$ cat src/rtl/outer_in_packer32_if.sv
// outer_in_packer32_if
// Groups the three handshake channels of the half-word packer.
//   cmd / cmd_isReady / cmd_canReceive           : frame length command
//   x__in / x__in_isReady / x__in_canReceive     : 32-bit half-word input
//   o__in / o__in_isReady / o__in_canReceive /
//   o__in_isLast                                 : 64-bit packed output
// A transfer happens on a channel in any cycle where its isReady and
// canReceive are both high; producers hold data stable until then.
// modport slave is the packer, modport master is its environment.
interface outer_in_packer32_if #(
    parameter int MaxHalfLen = 15
);
    logic [MaxHalfLen-1:0] cmd;
    logic                  cmd_isReady;
    logic                  cmd_canReceive;
    logic [31:0]           x__in;
    logic                  x__in_isReady;
    logic                  x__in_canReceive;
    logic [63:0]           o__in;
    logic                  o__in_isReady;
    logic                  o__in_canReceive;
    logic                  o__in_isLast;

    modport slave (
        input  cmd, cmd_isReady, x__in, x__in_isReady, o__in_canReceive,
        output cmd_canReceive, x__in_canReceive, o__in, o__in_isReady,
               o__in_isLast
    );

    modport master (
        output cmd, cmd_isReady, x__in, x__in_isReady, o__in_canReceive,
        input  cmd_canReceive, x__in_canReceive, o__in, o__in_isReady,
               o__in_isLast
    );
endinterface

$ cat src/rtl/outer_in_packer32.sv
// outer_in_packer32
// Packs a stream of 32-bit half-words into 64-bit words, first half in the
// low bits. Each command carries the frame length in half-words; an odd
// frame ends with a word whose high half is zero. The final word of every
// frame is flagged with o__in_isLast. Sustains one half-word per cycle.
// Ports:
//   clk          : clock, rising edge
//   rst          : synchronous reset, active low
//   bus          : outer_in_packer32_if.slave (cmd, x__in, o__in channels)
//   dbg_state_o  : current FSM state (IDLE=0, LOW=1, HIGH=2)
module outer_in_packer32 #(
    parameter int MaxHalfLen = 15
) (
    input  logic                      clk,
    input  logic                      rst,
    outer_in_packer32_if.slave        bus,
    output logic [1:0]                dbg_state_o
);

    typedef enum logic [1:0] {
        IDLE = 2'd0,
        LOW  = 2'd1,
        HIGH = 2'd2
    } state_t;

    localparam logic [MaxHalfLen-1:0] ONE = MaxHalfLen'(1);

    state_t                state_q;
    logic [MaxHalfLen-1:0] rem_q;
    logic [31:0]           lo_q;
    logic [63:0]           out_data_q;
    logic                  out_valid_q;
    logic                  out_last_q;

    logic out_free;
    logic cmd_fire;
    logic x_fire;
    logic out_fire;

    // The output register can take a new word if it is empty or its
    // current word leaves this cycle.
    assign out_free = !out_valid_q || bus.o__in_canReceive;

    always_comb begin
        bus.cmd_canReceive   = 1'b0;
        bus.x__in_canReceive = 1'b0;
        case (state_q)
            IDLE: bus.cmd_canReceive = 1'b1;
            // A non-final low half only lands in lo_q, so the output
            // register does not gate it.
            LOW:  bus.x__in_canReceive = (rem_q > ONE) ? 1'b1 : out_free;
            HIGH: bus.x__in_canReceive = out_free;
            default: ;
        endcase
    end

    assign cmd_fire = bus.cmd_isReady && bus.cmd_canReceive;
    assign x_fire   = bus.x__in_isReady && bus.x__in_canReceive;
    assign out_fire = out_valid_q && bus.o__in_canReceive;

    always_ff @(posedge clk) begin
        if (!rst) begin
            state_q     <= IDLE;
            rem_q       <= '0;
            lo_q        <= '0;
            out_data_q  <= '0;
            out_valid_q <= 1'b0;
            out_last_q  <= 1'b0;
        end else begin
            // Drain first; a load below in the same cycle overrides this.
            if (out_fire) begin
                out_valid_q <= 1'b0;
                out_last_q  <= 1'b0;
            end
            case (state_q)
                IDLE: begin
                    // Zero-length commands are consumed without output.
                    if (cmd_fire && (bus.cmd != '0)) begin
                        rem_q   <= bus.cmd;
                        state_q <= LOW;
                    end
                end
                LOW: begin
                    if (x_fire) begin
                        rem_q <= rem_q - ONE;
                        if (rem_q > ONE) begin
                            lo_q    <= bus.x__in;
                            state_q <= HIGH;
                        end else begin
                            out_data_q  <= {32'h0, bus.x__in};
                            out_valid_q <= 1'b1;
                            out_last_q  <= 1'b1;
                            state_q     <= IDLE;
                        end
                    end
                end
                HIGH: begin
                    if (x_fire) begin
                        out_data_q  <= {bus.x__in, lo_q};
                        out_valid_q <= 1'b1;
                        out_last_q  <= (rem_q == ONE);
                        rem_q       <= rem_q - ONE;
                        state_q     <= (rem_q == ONE) ? IDLE : LOW;
                    end
                end
                default: state_q <= IDLE;
            endcase
        end
    end

    assign bus.o__in        = out_data_q;
    assign bus.o__in_isReady = out_valid_q;
    assign bus.o__in_isLast  = out_last_q;
    assign dbg_state_o       = state_q;

endmodule

$ cat src/flat_wrapper.sv
// flat-port wrapper written by rule: the top's interface ports become plain ports
module outer_in_packer32_flat 
#(
    parameter int MaxHalfLen = 15
)
  (clk, rst, dbg_state_o, bus_cmd, bus_cmd_isReady, bus_x__in, bus_x__in_isReady, bus_o__in_canReceive, bus_cmd_canReceive, bus_x__in_canReceive, bus_o__in, bus_o__in_isReady, bus_o__in_isLast);
  outer_in_packer32_if #(.MaxHalfLen(MaxHalfLen)) bus_i ();
  input  logic clk;
  input  logic rst;
  output logic [1:0] dbg_state_o;
  input wire logic [$bits(bus_i.cmd)-1:0] bus_cmd;
  input wire logic [$bits(bus_i.cmd_isReady)-1:0] bus_cmd_isReady;
  input wire logic [$bits(bus_i.x__in)-1:0] bus_x__in;
  input wire logic [$bits(bus_i.x__in_isReady)-1:0] bus_x__in_isReady;
  input wire logic [$bits(bus_i.o__in_canReceive)-1:0] bus_o__in_canReceive;
  output wire logic [$bits(bus_i.cmd_canReceive)-1:0] bus_cmd_canReceive;
  output wire logic [$bits(bus_i.x__in_canReceive)-1:0] bus_x__in_canReceive;
  output wire logic [$bits(bus_i.o__in)-1:0] bus_o__in;
  output wire logic [$bits(bus_i.o__in_isReady)-1:0] bus_o__in_isReady;
  output wire logic [$bits(bus_i.o__in_isLast)-1:0] bus_o__in_isLast;
  assign bus_i.cmd = bus_cmd;
  assign bus_i.cmd_isReady = bus_cmd_isReady;
  assign bus_i.x__in = bus_x__in;
  assign bus_i.x__in_isReady = bus_x__in_isReady;
  assign bus_i.o__in_canReceive = bus_o__in_canReceive;
  assign bus_cmd_canReceive = bus_i.cmd_canReceive;
  assign bus_x__in_canReceive = bus_i.x__in_canReceive;
  assign bus_o__in = bus_i.o__in;
  assign bus_o__in_isReady = bus_i.o__in_isReady;
  assign bus_o__in_isLast = bus_i.o__in_isLast;
  outer_in_packer32 #(.MaxHalfLen(MaxHalfLen)) u_core (.clk(clk), .rst(rst), .bus(bus_i), .dbg_state_o(dbg_state_o));
endmodule
$ cat config.mk
export PLATFORM = sky130hd
export DESIGN_NAME = outer_in_packer32_flat
export DESIGN_NICKNAME = d
export VERILOG_FILES = /design/src/rtl/outer_in_packer32_if.sv /design/src/rtl/outer_in_packer32.sv /design/src/flat_wrapper.sv
export SDC_FILE = /design/constraint.sdc
export NUM_CORES = 1
export LEC_CHECK = 0
export ABC_AREA = 1
export CAP_MARGIN = 20
export CORE_ASPECT_RATIO = 0.5
export CORE_MARGIN = 1.5
export CORE_UTILIZATION = 40
export CTS_CLUSTER_DIAMETER = 200
export DETAILED_ROUTE_END_ITERATION = 6
export PLACE_DENSITY = 0.69
export SYNTH_ARGS = -nofsm -noshare
export SYNTH_HDL_FRONTEND = slang
export SYNTH_SLANG_ARGS = --single-unit
$ cat constraint.sdc
create_clock -name clk -period 1.95 [get_ports clk]
set_input_delay 0.585 -clock clk [delete_from_list [all_inputs] [get_ports clk]]
set_output_delay 0.585 -clock clk [all_outputs]
set_load 0.01 [all_outputs]
=== Word level (Yosys, flattened, before mapping) ===
Index checks and enable logic that the tools add are counted.
W data, S select, Z words.

* Register bits: 115
* Bits in latches: 0
* Memory bits (writable): 0
* Memory bits (read-only): 0
* Input bits: 52
* Output and inout port bits: 70
* Logic and storage cells: 57
* Memories kept: 0

* $add $sub $neg: 1
* $mul: 0
* Div/mod/pow operators: 0
* Order comparisons: 1
* Eq/ne operators: 8
* Shift operators: 0
* Multiplexer cells: 26
* Bitwise gates (word level): 0
* Reductions and logical operators: 15

{| class="wikitable"
|+ Operator list
! kind !! count
|-
| $mux W64 || 3
|-
| $pmux W64 S2 || 1
|-
| $mux W15 || 2
|-
| $pmux W15 S2 || 1
|-
| $eq A15 B1 Y1 const B || 1
|-
| $gt A15 B1 Y1 const B || 1
|-
| $reduce_bool A15 Y1 || 1
|-
| $sub A15 B1 Y15 const B || 1
|-
| $mux W1 || 11
|-
| $reduce_and A3 Y1 || 3
|-
| $mux W2 || 4
|-
| $ne A2 B1 Y1 const B || 4
|-
| $pmux W1 S2 || 3
|-
| $pmux W2 S3 || 1
|-
| $logic_and A1 B1 Y1 || 4
|-
| $reduce_and A4 Y1 || 1
|-
| $reduce_bool A2 Y1 || 2
|-
| $eq A2 B1 Y1 const B || 1
|-
| $eq A2 B2 Y1 const B || 1
|-
| $logic_not A2 Y1 || 1
|-
| $ne A2 B2 Y1 const B || 1
|-
| $reduce_or A2 Y1 || 1
|-
| $logic_not A1 Y1 || 1
|-
| $logic_or A1 B1 Y1 || 1
|}

=== Depth between registers and ports, before layout ===
* Depth in word-level cells: 7
* Gate-level depth with buffers: 15
* Gate-level depth less buffers: 13

=== Least setup slack after synthesis ===
No wires, ideal clock.

* Path kind: reg2out
* Start: register u_core.rem_q[5]
* End: output port bus_x__in_canReceive
* Arrival time: 1504 ps
* Required time: 1365 ps
* Setup slack: -139 ps
* Stages on the path, launching flop included: 9
* Path buffers: 2
* Cells stage by stage: dfxtp_1 nor2_1 nand2_2 nor2_2 nand2_2 nand3_4 buf_4 clkbuf_1 a21oi_1

* Longest elaborated chain between the ends: 3

{| class="wikitable"
|+ Ends and longest elaborated chain
! item !! RTL line !! source
|-
| start, declared || outer_in_packer32.sv:29 || <nowiki>logic [MaxHalfLen-1:0] rem_q;</nowiki>
|-
| start signal, assigned || outer_in_packer32.sv:79 || <nowiki>rem_q <= bus.cmd;</nowiki>
|-
| start signal, assigned || outer_in_packer32.sv:85 || <nowiki>rem_q <= rem_q - ONE;</nowiki>
|-
| start signal, assigned || outer_in_packer32.sv:102 || <nowiki>rem_q <= rem_q - ONE;</nowiki>
|-
| $gt A15 B1 Y1 || outer_in_packer32.sv:51 || <nowiki>LOW: bus.x__in_canReceive = (rem_q > ONE) ? 1'b1 : out_free;</nowiki>
|-
| $mux W1 || outer_in_packer32.sv:51 ||
|-
| $pmux W1 S2 || outer_in_packer32.sv:47 || <nowiki>case (state_q)</nowiki>
|-
| end, declared || flat_wrapper.sv:17 || <nowiki>output wire logic [$bits(bus_i.x__in_canReceive)-1:0] bus_x__in_canReceive;</nowiki>
|}

Every way passes these cells.

=== Worst setup path in the final report ===
* Start: register u_core.rem_q[7]
* End: output port bus_x__in_canReceive

Same word-level chain as after synthesis.

==> impl_results.md <==
- Distinct cells, synth: 30
- Most frequent cell after synthesis: nand2_1
- Die Y: ~84 um
- Nets: a little under 1000
- PD cells: between 1000 and 1500 nW/um^2
- Most used cell, CP: nor2_2
- CTS H-tree depth: 4
- Die Wd: between 150 and 200 um
- Leakage: between 3 and 4 nW
- Die area: about 14000 sq um
- Post-CTS Hold Buffers: 0
- Clk_skew: 0.0139 ns
- Post-synth EDFFs: 0
- Antenna Nets Post-Route: 0
- Mapped Avg Cell Area: approximately 7.0 sq um
- Final non-filler cell total: 1114
- Final Critical Period: 2.09 ns
- Synth warn: 0
- Relative slew slack: 0.684
- DP Wirelength: around 10000 um
- CTS clk-pin slew, worst paths: 0.06 ns
- Diode count: 0
- Residual DRC: 0
- Port-buffer cells: roughly 120
- Hold Crit Depth: 2
- Hold endpoint: u_core.bus.o__in[1]
- DRT Wirelength: between 15000 and 20000 um
- Fmax achieved: around 480 MHz
- Critical path launch point type: flop
- Initial antenna violation count: 0
- Via count: 5784
- P&R area growth vs syn: 56.8%
- Status: complete, but fails checks
- Largest net degree at the start of global routing: 49
- CTS tree: done
- Cell area after layout: ~8300 sq um
- Final WS setup: -0.143 ns
- Worst r2r dst: u_core.rem_q[4]
- Layout cells sized above 1: 0.201
- Max rail drop VDD: just over 0.7 mV
- Clk root buf: clkbuf_16
- First-pass GRT wire length: ~26000 um
- Post-synth top area share: 0.435
- Mapped cell area: about 5300 sq um
- Routed WL per cell: between 10 and 15 um
- WP data arrival: 1.51 ns
- Synth cell count leaders: 164 x nand2_1, 115 x dfxtp_1, 99 x a21oi_1, 77 x nor2_1, 76 x o21ai_0
- Dominant cell type by area after synthesis: dfxtp_1
- Vias/cell: a little over 5
- Worst Min Path Start: u_core.bus.o__in[1]
- #FFs+latches synth: about 120
- Setup CP Type: flop to output pin
- Critical Path End Type: output pin
- RSZ-0062 raised after global routing: yes
- Post-synth ARST share: 0
- Drt pass-1 iters: 5
- Clk buf depth: 2
- Reg2Reg Depth: 14
- Fin. max-slew vios: 0
- Gr usage total: 0.231
- Failing checks: negative setup slack
- Worst-Skew Late Latency: roughly 0.41 ns
- Area post-placement: 7110 sq um
- Total power: about 12 mW
- Fin crit share: 1.07
- Initial drt markers: 399
- Register area share after synthesis: 0.435
- RR Startpoint: u_core.rem_q[7]
- Setup Slack @ Placement: -0.555 ns
- Initial Utilization: 0.414
- # setup viols final: 50
- Slowest CP cell: dfxtp_2
- Worst-Margin Slew: 0.475 ns
- MaxCap Viol Count: 0
- Placer Congestion: around 0.83
- Final Hold Viols: 0
- Clock sinks: 115
- # IOs: between 100 and 150
- Core area: about 13000 sq um
- Cells after synthesis: between 700 and 800
- Remaining global-route overflow: 0
- Vias in the first global route: between 5000 and 6000
- Post-Syn Nets: about 800
- Max FO, Critical Path: 3
- Reg-to-reg slack, setup: -0.10 ns
- Top post-synthesis cells by area: dfxtp_1 43%, nand2_1 12%, a21oi_1 9.4%
- Worst Hold Class: flop to flop
- CP max stage delay: roughly 0.34 ns
- Req. time, crit path: 1.36 ns
- Crit-path cells: nor2_2, nand2_1, nor2_2, nand2_2, nand3_4, a21oi_2, buf_2
- # placed instances: about 1100
- Top_reg_cell synth: dfxtp_1
- FP Rows: 29
- Num CTS Buffers: 17
[metal layers]
metal  routed length, um  up-vias  track usage
met5                   0        -            0
met4                 190        0       0.0786
met3                 866       19       0.0509
met2                8230      175        0.403
met1                7180     2722        0.285
li1                    -     2868            -
[area by class of cell]
class / count / area [sq um]
clock buffer: 21 / 450
fill: 1077 / 4500
timing repair inverter: 1 / 7.51
multi-input combinational: 533 / 2730
inverter: 52 / 213
tap: 170 / 213
sequential: 115 / 2320
clock inverter: 10 / 181
timing repair buffer: 212 / 2190
[how the worst max path moves through the flow]
stage                         start              endpoint  slack [ns]  cells past startpoint
6_report            u_core.rem_q[7]  bus_x__in_canReceive       -0.14                      7
5_1_grt             u_core.rem_q[1]  bus_x__in_canReceive       -0.19                      8
4_1_cts             u_core.rem_q[1]  bus_x__in_canReceive       -0.13                      8
3_5_place_dp   bus_o__in_canReceive  bus_x__in_canReceive       -0.55                      6
3_3_place_gp   bus_o__in_canReceive  bus_x__in_canReceive       -0.56                      6
2_1_floorplan       u_core.rem_q[1]  bus_x__in_canReceive      0.0004                      9
[cells by family (layout without fill, tap and decap cells)]
kind of cell / Yosys count / in the layout / share of synthesized area
flip-flops: 115 / 115 / 0.435
XOR/XNOR: 6 / 6 / 0.00992
AO/OA/AOI/OAI: 183 / 183 / 0.175
AND/OR/NAND/NOR: 338 / 338 / 0.280
buffers and inverters: 106 / 296 / 0.0857
adder cells (fa/ha/maj): 6 / 6 / 0.0142
[report_power, final]
part | internal [mW] | switching (mW) | leakage [nW] | total [mW]
sequential | 2.72 | 0.278 | 0.935 | 3.00
combinational | 2.52 | 3.07 | 2.05 | 5.59
clock | 2.29 | 1.09 | 0.307 | 3.38
total | 7.52 | 4.44 | 3.30 | 12.0
[critical path: cells and delay by family (launching register included)]
family / cells / cell delay (ns)
AO/OA/AOI/OAI: 1 / 0.06
buffers and inverters: 1 / 0.13
flip-flops: 1 / 0.34
AND/OR/NAND/NOR: 5 / 0.57
[timing repair]
action | CTS | global route
gates cloned | 6 | 3
pin swaps | 10 | 8
resized for setup | 49 | 57
endpoints found under the setup margin | 89 | 118
setup buffers | 12 | 1
[placed cells by master (no fill, tap or decap), types with 3 or more instances in the layout]
cell type,synthesis,final
o21ai_1,2,13
nor4_1,3,3
o21ai_0,76,64
inv_1,49,44
inv_2,2,3
clkinv_2,0,4
buf_4,9,66
buf_6,1,7
clkbuf_1,25,3
nor2_2,3,19
clkdlybuf4s50_1,0,115
nor2_1,77,57
nand3_1,42,42
buf_16,0,4
a21oi_1,99,92
buf_12,0,9
xor2_1,3,3
dlygate4sd2_1,0,3
nand4_1,37,37
xnor2_1,3,3
dfxtp_2,0,7
nand2_2,5,7
nand2_4,1,3
nand2_1,164,158
clkbuf_16,0,20
clkinvlp_4,0,3
dfxtp_1,115,106
a21oi_2,0,7
ha_4,0,3
nor2_4,0,4
bufinv_16,0,5
[per-stage QoR]
step	setup TNS, ns	hold slack [ns]	util
finish	-1.11	0.458	0.648
floorplan	0	0.475	-
detailed placement	-38.87	0.452	0.555
global route	-9.17	0.476	0.648
CTS	-1.01	0.458	0.632
global placement	-38.10	0.448	0.555
[sequential cells by signal, indices dropped and copies added (netlist names)]
name,flops
u_core.bus.o__in_isReady,1
u_core.bus.o__in_isLast,1
u_core.dbg_state_o,2
u_core.rem_q,15
u_core.bus.o__in,64
u_core.lo_q,32
No activity file was read; power rests on OpenSTA's default activity.
